**src/rtl/decode_stage.sv**
```systemverilog
// Registered RV32I decode stage with valid/ready handshake, flush, illegal detection and load-use interlock.
// Optional RV32M decode is enabled by defining DECODE_RV32M_EN.
module decode_stage #(
  parameter int XLEN           = 32,
  parameter int LOAD_USE_STALL = 1
) (
  input  logic            clk,
  input  logic            rst_n,
  input  logic            flush,
  input  logic            in_valid,
  output logic            in_ready,
  input  logic [31:0]     in_instr,
  input  logic [XLEN-1:0] in_pc,
  output logic            out_valid,
  input  logic            out_ready,
  output logic [XLEN-1:0] out_pc,
  output logic [XLEN-1:0] out_imm,
  output logic [4:0]      out_rs1,
  output logic [4:0]      out_rs2,
  output logic [4:0]      out_rd,
  output logic            out_alumux1,
  output logic            out_alumux2,
  output logic [4:0]      out_aluop,
  output logic [2:0]      out_funct3,
  output logic            out_mem_rd,
  output logic            out_mem_wr,
  output logic            out_branch,
  output logic            out_jump,
  output logic            out_reg_wr,
  output logic            out_illegal
);

  localparam logic [6:0] OPC_LOAD   = 7'b0000011;
  localparam logic [6:0] OPC_STORE  = 7'b0100011;
  localparam logic [6:0] OPC_BRANCH = 7'b1100011;
  localparam logic [6:0] OPC_JAL    = 7'b1101111;
  localparam logic [6:0] OPC_JALR   = 7'b1100111;
  localparam logic [6:0] OPC_OP     = 7'b0110011;
  localparam logic [6:0] OPC_OPIMM  = 7'b0010011;
  localparam logic [6:0] OPC_LUI    = 7'b0110111;
  localparam logic [6:0] OPC_AUIPC  = 7'b0010111;

  localparam logic [4:0] ALU_ADD  = 5'd0;
  localparam logic [4:0] ALU_SUB  = 5'd1;
  localparam logic [4:0] ALU_AND  = 5'd2;
  localparam logic [4:0] ALU_OR   = 5'd3;
  localparam logic [4:0] ALU_XOR  = 5'd4;
  localparam logic [4:0] ALU_SLT  = 5'd5;
  localparam logic [4:0] ALU_SLTU = 5'd6;
  localparam logic [4:0] ALU_SLL  = 5'd7;
  localparam logic [4:0] ALU_SRL  = 5'd8;
  localparam logic [4:0] ALU_SRA  = 5'd9;
`ifdef DECODE_RV32M_EN
  localparam logic [4:0] ALU_MUL  = 5'd10;
`endif

  localparam int         HZ_INIT_I = (LOAD_USE_STALL > 0) ? LOAD_USE_STALL - 1 : 0;
  localparam logic [1:0] HZ_INIT   = HZ_INIT_I[1:0];

  logic [6:0] opcode;
  logic [2:0] funct3;
  logic [6:0] funct7;

  logic [XLEN-1:0] imm_i;
  logic [XLEN-1:0] imm_s;
  logic [XLEN-1:0] imm_b;
  logic [XLEN-1:0] imm_j;
  logic [XLEN-1:0] imm_u;

  logic [XLEN-1:0] d_imm;
  logic [4:0]      d_rs1;
  logic [4:0]      d_rs2;
  logic [4:0]      d_rd;
  logic            d_alumux1;
  logic            d_alumux2;
  logic [4:0]      d_aluop;
  logic            d_mem_rd;
  logic            d_mem_wr;
  logic            d_branch;
  logic            d_jump;
  logic            d_reg_wr;
  logic            d_illegal;
  logic            uses_rs1;
  logic            uses_rs2;

  logic [1:0] hz_cnt;
  logic [4:0] ld_rd;
  logic       hz_out;
  logic       hz_ld;
  logic       hazard;
  logic       accept;
  logic       load_beat;

  function automatic logic [4:0] base_op(input logic [2:0] f3, input logic alt);
    logic [4:0] op;
    case (f3)
      3'b000:  op = alt ? ALU_SUB : ALU_ADD;
      3'b001:  op = ALU_SLL;
      3'b010:  op = ALU_SLT;
      3'b011:  op = ALU_SLTU;
      3'b100:  op = ALU_XOR;
      3'b101:  op = alt ? ALU_SRA : ALU_SRL;
      3'b110:  op = ALU_OR;
      default: op = ALU_AND;
    endcase
    return op;
  endfunction

  assign opcode = in_instr[6:0];
  assign funct3 = in_instr[14:12];
  assign funct7 = in_instr[31:25];

  assign imm_i = {{(XLEN-11){in_instr[31]}}, in_instr[30:20]};
  assign imm_s = {{(XLEN-11){in_instr[31]}}, in_instr[30:25], in_instr[11:7]};
  assign imm_b = {{(XLEN-12){in_instr[31]}}, in_instr[7], in_instr[30:25], in_instr[11:8], 1'b0};
  assign imm_j = {{(XLEN-20){in_instr[31]}}, in_instr[19:12], in_instr[20], in_instr[30:21], 1'b0};
  assign imm_u = {{(XLEN-31){in_instr[31]}}, in_instr[30:12], 12'b0};

  // The opcode compare includes instr[1:0], so compressed encodings fall into the illegal default.
  always_comb begin
    d_imm     = '0;
    d_rs1     = in_instr[19:15];
    d_rs2     = in_instr[24:20];
    d_rd      = in_instr[11:7];
    d_alumux1 = 1'b0;
    d_alumux2 = 1'b1;
    d_aluop   = ALU_ADD;
    d_mem_rd  = 1'b0;
    d_mem_wr  = 1'b0;
    d_branch  = 1'b0;
    d_jump    = 1'b0;
    d_reg_wr  = 1'b0;
    d_illegal = 1'b0;
    uses_rs1  = 1'b1;
    uses_rs2  = 1'b0;
    case (opcode)
      OPC_LOAD: begin
        d_imm    = imm_i;
        d_mem_rd = 1'b1;
        d_reg_wr = 1'b1;
      end
      OPC_STORE: begin
        d_imm    = imm_s;
        d_rd     = '0;
        d_mem_wr = 1'b1;
        uses_rs2 = 1'b1;
      end
      OPC_BRANCH: begin
        d_imm     = imm_b;
        d_rd      = '0;
        d_alumux2 = 1'b0;
        d_branch  = 1'b1;
        uses_rs2  = 1'b1;
      end
      OPC_JAL: begin
        d_imm     = imm_j;
        d_alumux1 = 1'b1;
        d_jump    = 1'b1;
        d_reg_wr  = 1'b1;
        uses_rs1  = 1'b0;
      end
      OPC_JALR: begin
        d_imm    = imm_i;
        d_jump   = 1'b1;
        d_reg_wr = 1'b1;
      end
      OPC_OPIMM: begin
        d_imm    = imm_i;
        d_aluop  = base_op(funct3, (funct3 == 3'b101) & in_instr[30]);
        d_reg_wr = 1'b1;
      end
      OPC_OP: begin
        d_alumux2 = 1'b0;
        d_reg_wr  = 1'b1;
        uses_rs2  = 1'b1;
        case (funct7)
          7'b0000000: d_aluop = base_op(funct3, 1'b0);
          7'b0100000: begin
            if (funct3 == 3'b000 || funct3 == 3'b101) d_aluop = base_op(funct3, 1'b1);
            else                                      d_illegal = 1'b1;
          end
`ifdef DECODE_RV32M_EN
          7'b0000001: d_aluop = ALU_MUL + {2'b00, funct3};
`endif
          default:    d_illegal = 1'b1;
        endcase
      end
      OPC_LUI: begin
        d_imm    = imm_u;
        d_rs1    = '0;
        d_reg_wr = 1'b1;
        uses_rs1 = 1'b0;
      end
      OPC_AUIPC: begin
        d_imm     = imm_u;
        d_alumux1 = 1'b1;
        d_reg_wr  = 1'b1;
        uses_rs1  = 1'b0;
      end
      default: d_illegal = 1'b1;
    endcase
    // Illegal bundles still flow downstream but must have no architectural side effects.
    if (d_illegal) begin
      d_imm     = '0;
      d_rd      = '0;
      d_alumux1 = 1'b0;
      d_alumux2 = 1'b0;
      d_aluop   = ALU_ADD;
      d_mem_rd  = 1'b0;
      d_mem_wr  = 1'b0;
      d_branch  = 1'b0;
      d_jump    = 1'b0;
      d_reg_wr  = 1'b0;
    end
  end

  // hz_out covers a load still sitting in the output register; hz_ld covers the idle window after it left.
  always_comb begin
    hz_out = 1'b0;
    hz_ld  = 1'b0;
    if (LOAD_USE_STALL > 0) begin
      hz_out = in_valid & out_valid & out_mem_rd & (out_rd != 5'd0) &
               ((uses_rs1 & (d_rs1 == out_rd)) | (uses_rs2 & (d_rs2 == out_rd)));
      hz_ld  = in_valid & (hz_cnt != 2'd0) & (ld_rd != 5'd0) &
               ((uses_rs1 & (d_rs1 == ld_rd)) | (uses_rs2 & (d_rs2 == ld_rd)));
    end
  end

  assign hazard    = hz_out | hz_ld;
  assign in_ready  = rst_n & ~flush & ~hazard & (~out_valid | out_ready);
  assign accept    = in_valid & in_ready;
  assign load_beat = out_valid & out_ready & out_mem_rd & (out_rd != 5'd0);

  always_ff @(posedge clk) begin
    if (!rst_n) begin
      out_valid   <= 1'b0;
      out_pc      <= '0;
      out_imm     <= '0;
      out_rs1     <= '0;
      out_rs2     <= '0;
      out_rd      <= '0;
      out_alumux1 <= 1'b0;
      out_alumux2 <= 1'b0;
      out_aluop   <= '0;
      out_funct3  <= '0;
      out_mem_rd  <= 1'b0;
      out_mem_wr  <= 1'b0;
      out_branch  <= 1'b0;
      out_jump    <= 1'b0;
      out_reg_wr  <= 1'b0;
      out_illegal <= 1'b0;
    end else if (flush) begin
      out_valid <= 1'b0;
    end else if (accept) begin
      out_valid   <= 1'b1;
      out_pc      <= in_pc;
      out_imm     <= d_imm;
      out_rs1     <= d_rs1;
      out_rs2     <= d_rs2;
      out_rd      <= d_rd;
      out_alumux1 <= d_alumux1;
      out_alumux2 <= d_alumux2;
      out_aluop   <= d_aluop;
      out_funct3  <= funct3;
      out_mem_rd  <= d_mem_rd;
      out_mem_wr  <= d_mem_wr;
      out_branch  <= d_branch;
      out_jump    <= d_jump;
      out_reg_wr  <= d_reg_wr;
      out_illegal <= d_illegal;
    end else if (out_ready) begin
      out_valid <= 1'b0;
    end
  end

  always_ff @(posedge clk) begin
    if (!rst_n || flush) begin
      hz_cnt <= 2'd0;
      ld_rd  <= 5'd0;
    end else if ((LOAD_USE_STALL > 0) && load_beat) begin
      hz_cnt <= HZ_INIT;
      ld_rd  <= out_rd;
    end else if (hz_cnt != 2'd0) begin
      hz_cnt <= hz_cnt - 2'd1;
    end
  end

endmodule
```
**config.mk**
```make
export PLATFORM = sky130hd
export DESIGN_NAME = decode_stage
export DESIGN_NICKNAME = d
export VERILOG_FILES = /design/src/rtl/decode_stage.sv
export SDC_FILE = /design/constraint.sdc
export NUM_CORES = 1
export LEC_CHECK = 0
export BUFFER_PORTS_ARGS = -buffer_cell sky130_fd_sc_hd__clkbuf_2
export CORE_ASPECT_RATIO = 1.1
export CORE_MARGIN = 10
export CORE_UTILIZATION = 45
export DETAILED_ROUTE_END_ITERATION = 6
export PLACE_DENSITY = 0.74
export RECOVER_POWER = 100
export SLEW_MARGIN = 30
export SYNTH_ARGS = -nofsm -noshare
export SYNTH_HDL_FRONTEND = slang
export SYNTH_SLANG_ARGS = --single-unit
```
**constraint.sdc**
```tcl
create_clock -name clk -period 2.3 [get_ports clk]
set_input_delay 0.46 -clock clk [delete_from_list [all_inputs] [get_ports clk]]
set_output_delay 0.46 -clock clk [all_outputs]
set_load 0.01 [all_outputs]
```
# Word level (Yosys, flattened, before mapping)
# Cells that the tools add are included.
[word_totals]
output_inout_bits = 97
reg_bits = 103
in_bits = 69
[classes]
reduce_logical = 22
addsub = 1
n_mux = 35
n_eq_ne = 20
bitwise = 27
[ops]
columns = ["cell", "count"]
rows = [
  ["$pmux W32 S5", 1],
  ["$pmux W4 S7", 3],
  ["$mux W32", 1],
  ["$eq A7 B6 Y1 const B", 4],
  ["$eq A7 B7 Y1 const B", 3],
  ["$mux W1", 21],
  ["$eq A5 B5 Y1", 4],
  ["$mux W5", 4],
  ["$and A1 B1 Y1", 19],
  ["$pmux W4 S2", 2],
  ["$eq A7 B5 Y1 const B", 2],
  ["$reduce_or A2 Y1", 7],
  ["$reduce_bool A5 Y1", 2],
  ["$eq A3 B3 Y1 const B", 3],
  ["$reduce_or A3 Y1", 3],
  ["$reduce_or A8 Y1", 1],
  ["$eq A7 B2 Y1 const B", 1],
  ["$logic_not A7 Y1", 1],
  ["$reduce_or A7 Y1", 1],
  ["$eq A3 B2 Y1 const B", 2],
  ["$mux W4", 1],
  ["$not A1 Y1", 4],
  ["$or A1 B1 Y1", 4],
  ["$pmux W1 S2", 2],
  ["other kinds (7)", 9],
]

# Longest topological paths before layout
# Gate-level depths: netlist of run 1.
[logic_depth]
ltp_word = 12
depth_mapped = 11

# Worst setup path after synthesis of run 1
# No wires, ideal clock.
[synth_timing]
kind = "input -> register"
from = "input in_instr[6]"
to = "register out_imm[14]"
setup_slack_ns = 0.018
t_arrival_ns = 2.136
required_ns = 2.154
cell_stages = 9
n_path_buf = 3
path_cell_list = "buf_2 -> and4b_1 -> and4_4 -> or3_4 -> o221a_1 -> buf_6 -> buf_2 -> a21oi_1 -> a211oi_2"
[synth_between]
elab_chain_cells = 12
word_cells_on_any_way = 36
[synth_rtl]
columns = ["element", "line_no", "text"]
rows = [
  ["from (decl)", "12", "input logic [31:0] in_instr,"],
  ["$eq A7 B6 Y1, or another cell as far along", "136", "case (opcode)"],
  ["$mux W5 or $reduce_or A3 Y1 (tied branches)", "-", ""],
  ["$eq A5 B5 Y1, or another cell as far along", "223", "((uses_rs1 & (d_rs1 == out_rd)) | (uses_rs2 & (d_rs2 == out_rd)));"],
  ["$and A1 B1 Y1, on equally long branches", "223, 225", ""],
  ["$or A1 B1 Y1, on equally long branches", "223, 225", ""],
  ["$and A1 B1 Y1, on equally long branches", "222, 224", ""],
  ["$or A1 B1 Y1", "229", "assign hazard = hz_out | hz_ld;"],
  ["$not A1 Y1", "230", "assign in_ready = rst_n & ~flush & ~hazard & (~out_valid | out_ready);"],
  ["$and A1 B1 Y1 (2 in a row)", "230", ""],
  ["$and A1 B1 Y1", "231", "assign accept = in_valid & in_ready;"],
  ["$reduce_and A2 Y1 (no line)", "-", ""],
  ["to (signal assigned)", "257", "out_imm <= d_imm;"],
  ["to (decl)", "17", "output logic [XLEN-1:0] out_imm,"],
]
# Several ways; a longest one is shown, not always the timed one.
# A chain may end at the register's enable or synchronous reset.

# Worst setup path after layout of run 1
[layout_timing]
from = "register out_rd[1]"
to = "output in_ready"
[layout_between]
elab_chain_cells = 8
word_cells_on_any_way = 12
[layout_rtl]
columns = ["element", "line_no", "text"]
rows = [
  ["from (decl)", "20", "output logic [4:0] out_rd,"],
  ["from (signal assigned)", "260", "out_rd <= d_rd;"],
  ["$eq A5 B5 Y1", "223", ""],
  ["$and A1 B1 Y1", "223", ""],
  ["$or A1 B1 Y1", "223", ""],
  ["$and A1 B1 Y1 *", "222", "hz_out = in_valid & out_valid & out_mem_rd & (out_rd != 5'd0) &"],
  ["$or A1 B1 Y1 *", "229", ""],
  ["$not A1 Y1 *", "230", ""],
  ["$and A1 B1 Y1 * (2 in a row)", "230", ""],
  ["to (decl)", "11", "output logic in_ready,"],
]
# Mark *: on every way between the ends. The rest lies on a longest branch, timed or not.

==> flow_metrics.env, run 1 <==
export IMPL_ios=166
export IMPL_worstSkewPairLatency_ns=0.35
export IMPL_p_switching_w=0.00104
export IMPL_cts_sinks=102
export IMPL_max_freq_mhz=405
export IMPL_hold_viol=0
export IMPL_synth_area_top_cells="dfxtp_1, nand2_1, mux2i_1"
export IMPL_routed_wl_um=16600
export IMPL_nets=809
export IMPL_r2r_setup_slack_ns=0
export IMPL_rows=40
export IMPL_dieArea_mm2=0.0157
export IMPL_antenna_cells=0
export IMPL_tightest_slew_ns=0.572
export IMPL_combinationalPowerShare_pct=13.8
export IMPL_grt_pass1_vias=5035
export IMPL_finalWorstSetupSlack_ns=-0.170
export IMPL_period_share_pct=107
export IMPL_rsz0062_at_grt="true"
export IMPL_wl_per_cell_um=18.7
export IMPL_grt_pass1_wl_um=26000
export IMPL_core_region_area_mm2=0.0109
export IMPL_ys_warn_count=0
export IMPL_cts_tree="done"
export IMPL_cp_arrival_ns=2.01
export IMPL_synth_edff_count=0
export IMPL_ys_types=52
export IMPL_yosysMostFrequentCell="dfxtp_1"
export IMPL_drt_first_pass_iters=4
export IMPL_internal_power_w=0.00291
export IMPL_leakagePower_nw=2.54
export IMPL_die_width_um=120
export IMPL_post_route_min_period_ns=2.47
export IMPL_crit_fanout=2
export IMPL_skew_ns=0.00687
export IMPL_vias=4868
export IMPL_portBuffers=164
export IMPL_grt_max_degree=53
export IMPL_synth_seq_area_share_pct=40.9
export IMPL_synth_seq_cells=102
export IMPL_power_w=0.00396
export IMPL_holdCritPathClass="in2reg"
export IMPL_p_sw_share_pct=26.4
export IMPL_synth_ff_type="dfxtp_1"
export IMPL_setup_viol=2
export IMPL_end_kind="output port"
export IMPL_syn2layout_area_growth_pct=27.4
export IMPL_gp_congestion=0.884
export IMPL_crit_required_ns=1.84
export IMPL_yosys_top_cells_count="dfxtp_1, nand2_1, a21oi_1"
export IMPL_drcViolationCount=0
export IMPL_n_fill_cell=1007
export IMPL_seq_power_share_pct=47.1
export IMPL_synth_net_count=629
export IMPL_htreeDepth=3
export IMPL_clockBufferDepth=2
export IMPL_violations="negative setup slack"
export IMPL_initial_utilization_pct=45.8
export IMPL_critPathKind="reg2out"
export IMPL_drtAntennaViolNets=0
export IMPL_yosysTopAreaCellShare_pct=40.9
export IMPL_ys_async_sr_fraction_pct=0
export IMPL_vdd_drop_max_v=0.000419
export IMPL_clk_pin_slew_worst_paths_ns=0.07
export IMPL_yosysTopAreaCell="dfxtp_1"
export IMPL_whs_ns=0.334
export IMPL_hold_buffers=0
export IMPL_drv_slew=0
export IMPL_worst_slew_margin_rel_pct=61.9
export IMPL_hpwl_um=12500
export IMPL_netlist_instances=559
export IMPL_critPathLaunchType="register"
export IMPL_status="finished, violations left"
export IMPL_die_h_um=131
export IMPL_power_share_clock_pct=39.0
export IMPL_via_per_inst=5.46
export IMPL_syn_cell_area_mm2=0.00500
export IMPL_antenna_found_initial=0
export IMPL_pwr_density_cell_mw_per_mm2=621
export IMPL_drt_iter0_drc=368
export IMPL_avgSynthCellArea_um2=8.94
export IMPL_tns_ns=-0.175
export IMPL_drv_cap=0
export IMPL_cts_buffers=9
export IMPL_gr_usage_all_layers_pct=20.4
export IMPL_gr_total_overflow=0
export IMPL_root_buffer="clkbuf_16"
export IMPL_drive_gt1_share_pct=27.8
[final timing paths]
kind,start,end,cells after the start
max,out_rd[1],in_ready,6
min,in_pc[28],out_pc[28],3
max reg2reg,out_rd[1],out_imm[14],9
min reg2reg,out_pc[4],out_pc[4],2
[power by group through the flow]
| stage | registers [W] | logic, W | clock network (W) |
|---|---|---|---|
| 6_report | 0.00186 | 0.000547 | 0.00154 |
| 5_1_grt | 0.00187 | 0.000597 | 0.00163 |
| 4_1_cts | 0.00186 | 0.000564 | 0.00155 |
| 3_5_place_dp | 0.00190 | 0.000555 | 0 |
| 3_3_place_gp | 0.00190 | 0.000538 | 0 |
| 2_1_floorplan | 0.00193 | 0.000272 | 0 |
[sequential cells by signal, indices dropped and copies added, names as in the netlist, 2 cells and up]
| signal | cells |
|---|---|
| ld_rd | 5 |
| out_rd | 5 |
| out_pc | 32 |
| out_rs1 | 5 |
| out_imm | 32 |
| out_funct3 | 3 |
| out_rs2 | 5 |
| hz_cnt | 2 |
| out_aluop | 4 |
[through the flow]
stage	cells	cell area, um^2	util, %	setup slack [ns]
2_1_floorplan	559	5000	-	0.0179
3_3_place_gp	868	6150	56.4	0.00198
3_5_place_dp	868	6150	56.4	-0.0648
4_1_cts	888	6500	59.6	-0.227
5_1_grt	891	6360	58.3	-0.287
6_report	891	6360	58.3	-0.170
[cells by family after synthesis]
logic type                 after synthesis  share of synthesized area, %
DFF                                    102                          40.9
other                                    1                        0.0751
AOI/OAI and AO/OA                      143                          19.3
xor gates and xnor gates                23                          4.03
muxes                                   33                          6.61
adders and majority gates                1                         0.250
buffers and inverters                   53                          6.39
and+or+nand+nor                        203                          22.5
[layout make-up]
cell class | count | area, um^2 | area share [%]
flip-flops and latches | 102 | 2040 | 32.1
well taps | 147 | 184 | 2.89
clock inverters | 6 | 61.3 | 0.963
multi-input cells | 404 | 2650 | 41.7
inverters | 6 | 22.5 | 0.354
repair buffers | 216 | 1160 | 18.3
clock buffers | 10 | 239 | 3.75
[per-layer routing]
| layer | share of wire, % | vias to the layer above | global-route usage, % |
|---|---|---|---|
| li1 | - | 2320 | - |
| met4 | 2.1 | 0 | 7.17 |
| met3 | 9.1 | 28 | 7.51 |
| met2 | 49 | 199 | 35.2 |
| met5 | 0 | - | 0 |
| met1 | 40 | 2321 | 22.7 |
[critical path, cell delays in order, from the launching register on]
cell,delay (ns)
dfxtp_1,0.32
or4_4,0.54
o21ai_2,0.15
o31ai_1,0.11
a31o_1,0.23
nor3_2,0.16
buf_2,0.17
[what timing repair did]
| item | 4_1_cts | 5_1_grt |
|---|---|---|
| pin swaps | 2 | 3 |
| buffers inserted | 4 | 2 |
| cloned | 0 | 1 |
| resized for setup | 1 | 4 |
| endpoints found under the setup margin | 9 | 43 |
[placed cells by master, fill, tap and decap left out, types with 3 or more instances in the layout]
cell,synthesis,final
nor2_1,14,14
a22oi_1,5,5
buf_12,0,4
clkbuf_16,0,9
nand3_2,30,30
inv_1,5,5
nand3_1,22,22
dfxtp_1,102,102
buf_6,12,4
a21boi_0,3,3
nand2_1,97,97
nand4_1,5,5
buf_4,4,36
nor3_1,11,10
clkbuf_2,1,75
mux2i_1,33,33
xnor2_1,11,11
a21oi_1,52,51
a211oi_1,5,4
nand2b_1,4,4
o21ai_0,6,6
o21ai_1,41,41
a211oi_2,20,21
clkbuf_1,19,92
xor2_1,12,12
and3_1,3,3
clkinv_2,0,3
(Power assumes the default switching activity.)
==> run 2, diff against run 1 <==
--- a/config.mk
+++ b/config.mk
@@ -10,7 +10,7 @@
 export CORE_MARGIN = 10
 export CORE_UTILIZATION = 45
 export DETAILED_ROUTE_END_ITERATION = 6
-export PLACE_DENSITY = 0.74
+export PLACE_DENSITY = 0.75
 export RECOVER_POWER = 100
 export SLEW_MARGIN = 30
 export SYNTH_ARGS = -nofsm -noshare
==> run 2 against run 1 <==
Compared with the run above: the flow still finishes with violations (negative setup slack); design area increased by 1.4%; worst hold slack improved by 0.0020 ns; non-clock buffer count increased by 6; flip-flop and latch count unchanged; cell count increased by 0.67%; register-to-register slack improved by 0.10 ns; core utilization increased by 0.79 points; maximum frequency decreased by 0.57%; critical path type unchanged; critical endpoint unchanged; largest power group unchanged.
==> flow_metrics.env, run 2 (same netlist as run 1, synthesis figures left out) <==
export IMPL_setup_viol=1
export IMPL_whs_ns=0.336
export IMPL_gr_total_overflow=0
export IMPL_grt_max_degree=62
export IMPL_drt_first_pass_iters=5
export IMPL_violations="negative setup slack"
export IMPL_htreeDepth=3
export IMPL_wl_per_cell_um=18.2
export IMPL_vdd_drop_max_v=0.000358
export IMPL_dieArea_mm2=0.0157
export IMPL_regArea_mm2=0.00204
export IMPL_pwr_density_cell_mw_per_mm2=621
export IMPL_vias=4859
export IMPL_leakagePower_nw=2.57
export IMPL_via_per_inst=5.42
export IMPL_n_fill_cell=1010
export IMPL_cts_sinks=102
export IMPL_portBuffers=164
export IMPL_p_sw_share_pct=26.8
export IMPL_multiInputGateArea_mm2=0.00266
export IMPL_antenna_found_initial=0
export IMPL_grt_pass1_wl_um=25700
export IMPL_power_share_clock_pct=39.6
export IMPL_cts_tree="done"
export IMPL_hpwl_um=12400
export IMPL_layout_commonest_cell="dfxtp_1"
export IMPL_clockBufferDepth=2
export IMPL_drcViolationCount=0
export IMPL_busiest_layer="met2"
export IMPL_crit_required_ns=1.84
export IMPL_grt_util_met2_pct=34.8
export IMPL_antenna_cells=0
export IMPL_cts_buffers=9
export IMPL_gp_congestion=0.900
export IMPL_rsz0062_at_grt="true"
export IMPL_fin_cells=897
export IMPL_internal_power_w=0.00293
export IMPL_period_share_pct=108
export IMPL_critPathLaunchType="register"
export IMPL_nets=815
export IMPL_gr_usage_all_layers_pct=20.1
export IMPL_drv_cap=0
export IMPL_clk_pin_slew_worst_paths_ns=0.07
export IMPL_die_h_um=131
export IMPL_drive_gt1_share_pct=28.1
export IMPL_die_width_um=120
export IMPL_initial_utilization_pct=45.8
export IMPL_routed_wl_um=16400
export IMPL_status="finished, violations left"
export IMPL_worst_slew_margin_rel_pct=55.9
export IMPL_rows=40
export IMPL_cp_arrival_ns=2.02
export IMPL_combinationalPowerShare_pct=13.8
export IMPL_hold_viol=0
export IMPL_grt_pass1_vias=5040
export IMPL_drtAntennaViolNets=0
export IMPL_syn2layout_area_growth_pct=29.1
export IMPL_seq_power_share_pct=46.5
export IMPL_pre_cts_slack_ns=-0.134
export IMPL_worstSkewPairLatency_ns=0.35
export IMPL_ios=166
export IMPL_use_met3_pct=6.61
export IMPL_met1_usage_pct=22.3
export IMPL_tns_ns=-0.184
export IMPL_drv_slew=0
export IMPL_post_route_min_period_ns=2.48
export IMPL_finalWorstSetupSlack_ns=-0.184
export IMPL_p_switching_w=0.00108
export IMPL_reg_largest_list="out_imm x32, out_pc x32"
export IMPL_max_freq_mhz=403
export IMPL_hold_buffers=0
export IMPL_place_inst=872
export IMPL_tightest_slew_ns=0.662
export IMPL_holdCritPathClass="in2reg"
export IMPL_core_region_area_mm2=0.0109
export IMPL_drt_iter0_drc=351
export IMPL_end_kind="output port"
export IMPL_crit_fanout=2
export IMPL_critPathKind="reg2out"
export IMPL_root_buffer="clkbuf_16"
export IMPL_final_cell_mix="dfxtp_1, nand2_1, clkbuf_1, clkbuf_2, a21oi_1"
export IMPL_skew_ns=0.00913
-- run 2: timing repair --
item	CTS	global route
gates resized for setup	1	3
pin swaps	1	0
buffers inserted	9	0
endpoints found under the setup margin	85	35
-- run 2: path summary, 6_finish.rpt --
| kind | depth (start not counted) | slack [ns] | startpoint | to |
|---|---|---|---|---|
| worst max-delay path | 6 | -0.18 | out_rd[1] | in_ready |
| worst min-delay path | 3 | 0.34 | in_pc[26] | out_pc[26] |
| worst max register to register | 8 | 0.10 | out_rd[1] | out_pc[13] |
| worst min register to register | 2 | 0.45 | out_funct3[0] | out_funct3[0] |
-- run 2: cell type report --
type | count | area share (%)
clock buffers | 10 | 3.70
clock inverters | 6 | 1.07
inverters | 6 | 0.349
multi-input cells | 404 | 41.2
flip-flops and latches | 102 | 31.7
well taps | 147 | 2.85
repair buffers | 222 | 19.2
-- run 2: per-layer routing --
metal | up-vias | wire [um]
met5 | - | 0
met4 | 0 | 388
met3 | 25 | 1400
met2 | 195 | 7890
met1 | 2302 | 6680
li1 | 2337 | -
-- run 2: per-stage QoR --
step	total power (W)	cell area (um^2)	utilization [%]
2_1_floorplan	0.00220	5000	-
3_3_place_gp	0.00244	6170	56.5
3_5_place_dp	0.00246	6170	56.5
4_1_cts	0.00405	6560	60.1
5_1_grt	0.00415	6450	59.1
6_report	0.00401	6450	59.1
-- run 2: critical path, stage by stage (launching register included) --
cell and delay [ns]:
dfxtp_1 0.32, or4_4 0.56, o21ai_4 0.15, o31ai_1 0.11
a31o_1 0.22, nor3_1 0.14, buf_2 0.18
-- run 2: power by group through the flow --
stage / registers [W] / clock network (W) / logic (W)
2_1_floorplan: 0.00193 / 0 / 0.000272
3_3_place_gp: 0.00190 / 0 / 0.000537
6_report: 0.00186 / 0.00159 / 0.000555
5_1_grt: 0.00187 / 0.00168 / 0.000601
3_5_place_dp: 0.00191 / 0 / 0.000552
4_1_cts: 0.00187 / 0.00161 / 0.000569
==> run 3, diff against run 2 <==
--- a/config.mk
+++ b/config.mk
@@ -7,10 +7,8 @@
 export LEC_CHECK = 0
 export BUFFER_PORTS_ARGS = -buffer_cell sky130_fd_sc_hd__clkbuf_2
 export CORE_ASPECT_RATIO = 1.1
-export CORE_MARGIN = 10
-export CORE_UTILIZATION = 45
+export CORE_UTILIZATION = 29
 export DETAILED_ROUTE_END_ITERATION = 6
-export PLACE_DENSITY = 0.75
 export RECOVER_POWER = 100
 export SLEW_MARGIN = 30
 export SYNTH_ARGS = -nofsm -noshare
==> run 3 against run 2 <==
Compared with the run above: the run still ends with negative setup slack left; worst setup slack better by 0.021 ns; worst hold slack worse by 0.025 ns; die area is 13% higher; critical path type unchanged; maximum frequency is 0.87% higher; register-to-register slack worse by 0.12 ns; largest cell class unchanged.
==> flow_metrics.env, run 3 (same netlist as run 1, synthesis figures left out) <==
export IMPL_drt_iter0_drc=211
export IMPL_drv_cap=0
export IMPL_cpPeakStageDelay_ns=0.55
export IMPL_tightest_slew_ns=0.705
export IMPL_cp_arrival_ns=2.00
export IMPL_cts_buffers=9
export IMPL_routed_wl_um=15900
export IMPL_p_sw_share_pct=26.9
export IMPL_pre_cts_slack_ns=-0.0608
export IMPL_period_share_pct=107
export IMPL_dieArea_mm2=0.0178
export IMPL_internal_power_w=0.00293
export IMPL_post_route_min_period_ns=2.46
export IMPL_initial_utilization_pct=30.1
export IMPL_reg_largest_list="out_imm x32, out_pc x32"
export IMPL_layout_commonest_cell="dfxtp_1"
export IMPL_final_cell_mix="dfxtp_1, nand2_1, clkbuf_1, clkbuf_2"
export IMPL_skew_ns=0.0135
export IMPL_via_per_inst=4.81
export IMPL_vias=4749
export IMPL_clk_pin_slew_worst_paths_ns=0.08
export IMPL_combinationalPowerShare_pct=13.8
export IMPL_portBuffers=164
export IMPL_holdCritPathClass="in2reg"
export IMPL_ios=166
export IMPL_worstSkewPairLatency_ns=0.36
export IMPL_finalWorstSetupSlack_ns=-0.163
export IMPL_crit_fanout=3
export IMPL_antenna_cells=0
export IMPL_grt_pass1_wl_um=24400
export IMPL_gr_total_overflow=0
export IMPL_drcViolationCount=0
export IMPL_hpwl_um=11600
export IMPL_hold_buffers=0
export IMPL_crit_required_ns=1.84
export IMPL_critPathLaunchType="register"
export IMPL_syn2layout_area_growth_pct=32.3
export IMPL_n_fill_cell=1742
export IMPL_drive_gt1_share_pct=28.8
export IMPL_grt_max_degree=50
export IMPL_cts_tree="done"
export IMPL_rsz0062_at_grt="true"
export IMPL_fin_cells=987
export IMPL_gr_usage_all_layers_pct=17.9
export IMPL_power_share_clock_pct=39.8
export IMPL_regArea_mm2=0.00204
export IMPL_violations="negative setup slack"
export IMPL_crit_chain="or4_4 > o21ai_4 > buf_4 > or3_4 > nor2_1 > nor3_2 > buf_2"
export IMPL_seq_power_share_pct=46.4
export IMPL_root_buffer="clkbuf_16"
export IMPL_drt_first_pass_iters=5
export IMPL_slowest_stage="or4_4"
export IMPL_core_region_area_mm2=0.0166
export IMPL_wl_per_cell_um=16.1
export IMPL_fin_util_pct=39.8
export IMPL_vdd_drop_max_v=0.000421
export IMPL_tns_ns=-0.284
export IMPL_gp_congestion=0.820
export IMPL_nets=823
export IMPL_path_delay_family="simple AND/OR/NAND/NOR gates"
export IMPL_rows=49
export IMPL_die_h_um=140
export IMPL_multiInputGateArea_mm2=0.00265
export IMPL_cts_sinks=102
export IMPL_htreeDepth=3
export IMPL_setup_viol=14
export IMPL_leakagePower_nw=2.62
export IMPL_die_width_um=127
export IMPL_drtAntennaViolNets=0
export IMPL_pwr_density_cell_mw_per_mm2=607
export IMPL_clockBufferDepth=2
export IMPL_drv_slew=0
export IMPL_max_freq_mhz=406
export IMPL_place_inst=963
export IMPL_grt_pass1_vias=4491
export IMPL_status="finished, violations left"
export IMPL_p_switching_w=0.00108
export IMPL_worst_slew_margin_rel_pct=53.0
export IMPL_end_kind="output port"
export IMPL_crit_buf_inv=2
export IMPL_critPathKind="reg2out"
export IMPL_hold_viol=0
export IMPL_antenna_found_initial=0
## run 3: changes by cell type in the layout (fill, tap and decap cells not counted), moves of 2 or more
| cell | change |
|---|---|
| buf_4 | +4 |
| clkbuf_2 | +2 |
| inv_6 | -2 |
| nand2_4 | +2 |
## run 3: what timing repair did
item	4_1_cts	5_1_grt
buffers inserted	4	3
resized for setup	1	4
pin swaps	0	2
gates cloned	0	1
endpoints found under the setup margin	29	68
## run 3: path summary, 6_finish.rpt
check                startpoint            end  slack, ns  cells after the start
setup reg to reg      out_rd[1]    out_imm[14]      -0.02                      8
hold / removal         in_pc[1]      out_pc[1]       0.31                      3
hold reg to reg   out_funct3[1]  out_funct3[1]       0.45                      2
setup / recovery      out_rd[1]       in_ready      -0.16                      7
## run 3: final cells by class
type	instances	share of cell area, %
clock inverter	5	0.890
timing repair buffer	229	19.7
clock buffer	11	3.67
inverter	6	0.341
multi-input combinational	405	40.1
sequential	102	30.9
tap	229	4.34
## run 3: per-layer routing
| metal | track usage, % | up-vias | share of wire, % | routed length (um) |
|---|---|---|---|---|
| met4 | 7.14 | 0 | 1.8 | 280 |
| met5 | 0 | - | 0 | 0 |
| met1 | 23.1 | 2202 | 44 | 7050 |
| li1 | - | 2352 | - | - |
| met2 | 28.5 | 176 | 47 | 7440 |
| met3 | 4.23 | 19 | 6.9 | 1090 |
## run 3: power by group through the flow
| stage | sequential [W] | combinational [W] | clock, W |
|---|---|---|---|
| 2_1_floorplan | 0.00193 | 0.000272 | 0 |
| 3_3_place_gp | 0.00190 | 0.000564 | 0 |
| 3_5_place_dp | 0.00190 | 0.000568 | 0 |
| 4_1_cts | 0.00186 | 0.000579 | 0.00164 |
| 5_1_grt | 0.00187 | 0.000605 | 0.00171 |
| 6_report | 0.00186 | 0.000554 | 0.00160 |
## run 3: through the flow
stage / power [W] / hold slack [ns] / instance area [um^2]
after floorplan: 0.00220 / 0.459 / 5000
after global placement: 0.00247 / 0.435 / 6390
after detailed placement: 0.00247 / 0.439 / 6390
after CTS: 0.00408 / 0.298 / 6740
after global routing: 0.00418 / 0.312 / 6610
final: 0.00401 / 0.311 / 6610
## run 3: worst register-to-register path, cell delays in order (launching register included)
cell	delay, ns
dfxtp_1	0.31
or4_4	0.55
o21ai_4	0.15
buf_4	0.12
or3_4	0.13
o221a_4	0.34
clkbuf_4	0.34
a21oi_1	0.12
a211oi_2	0.20
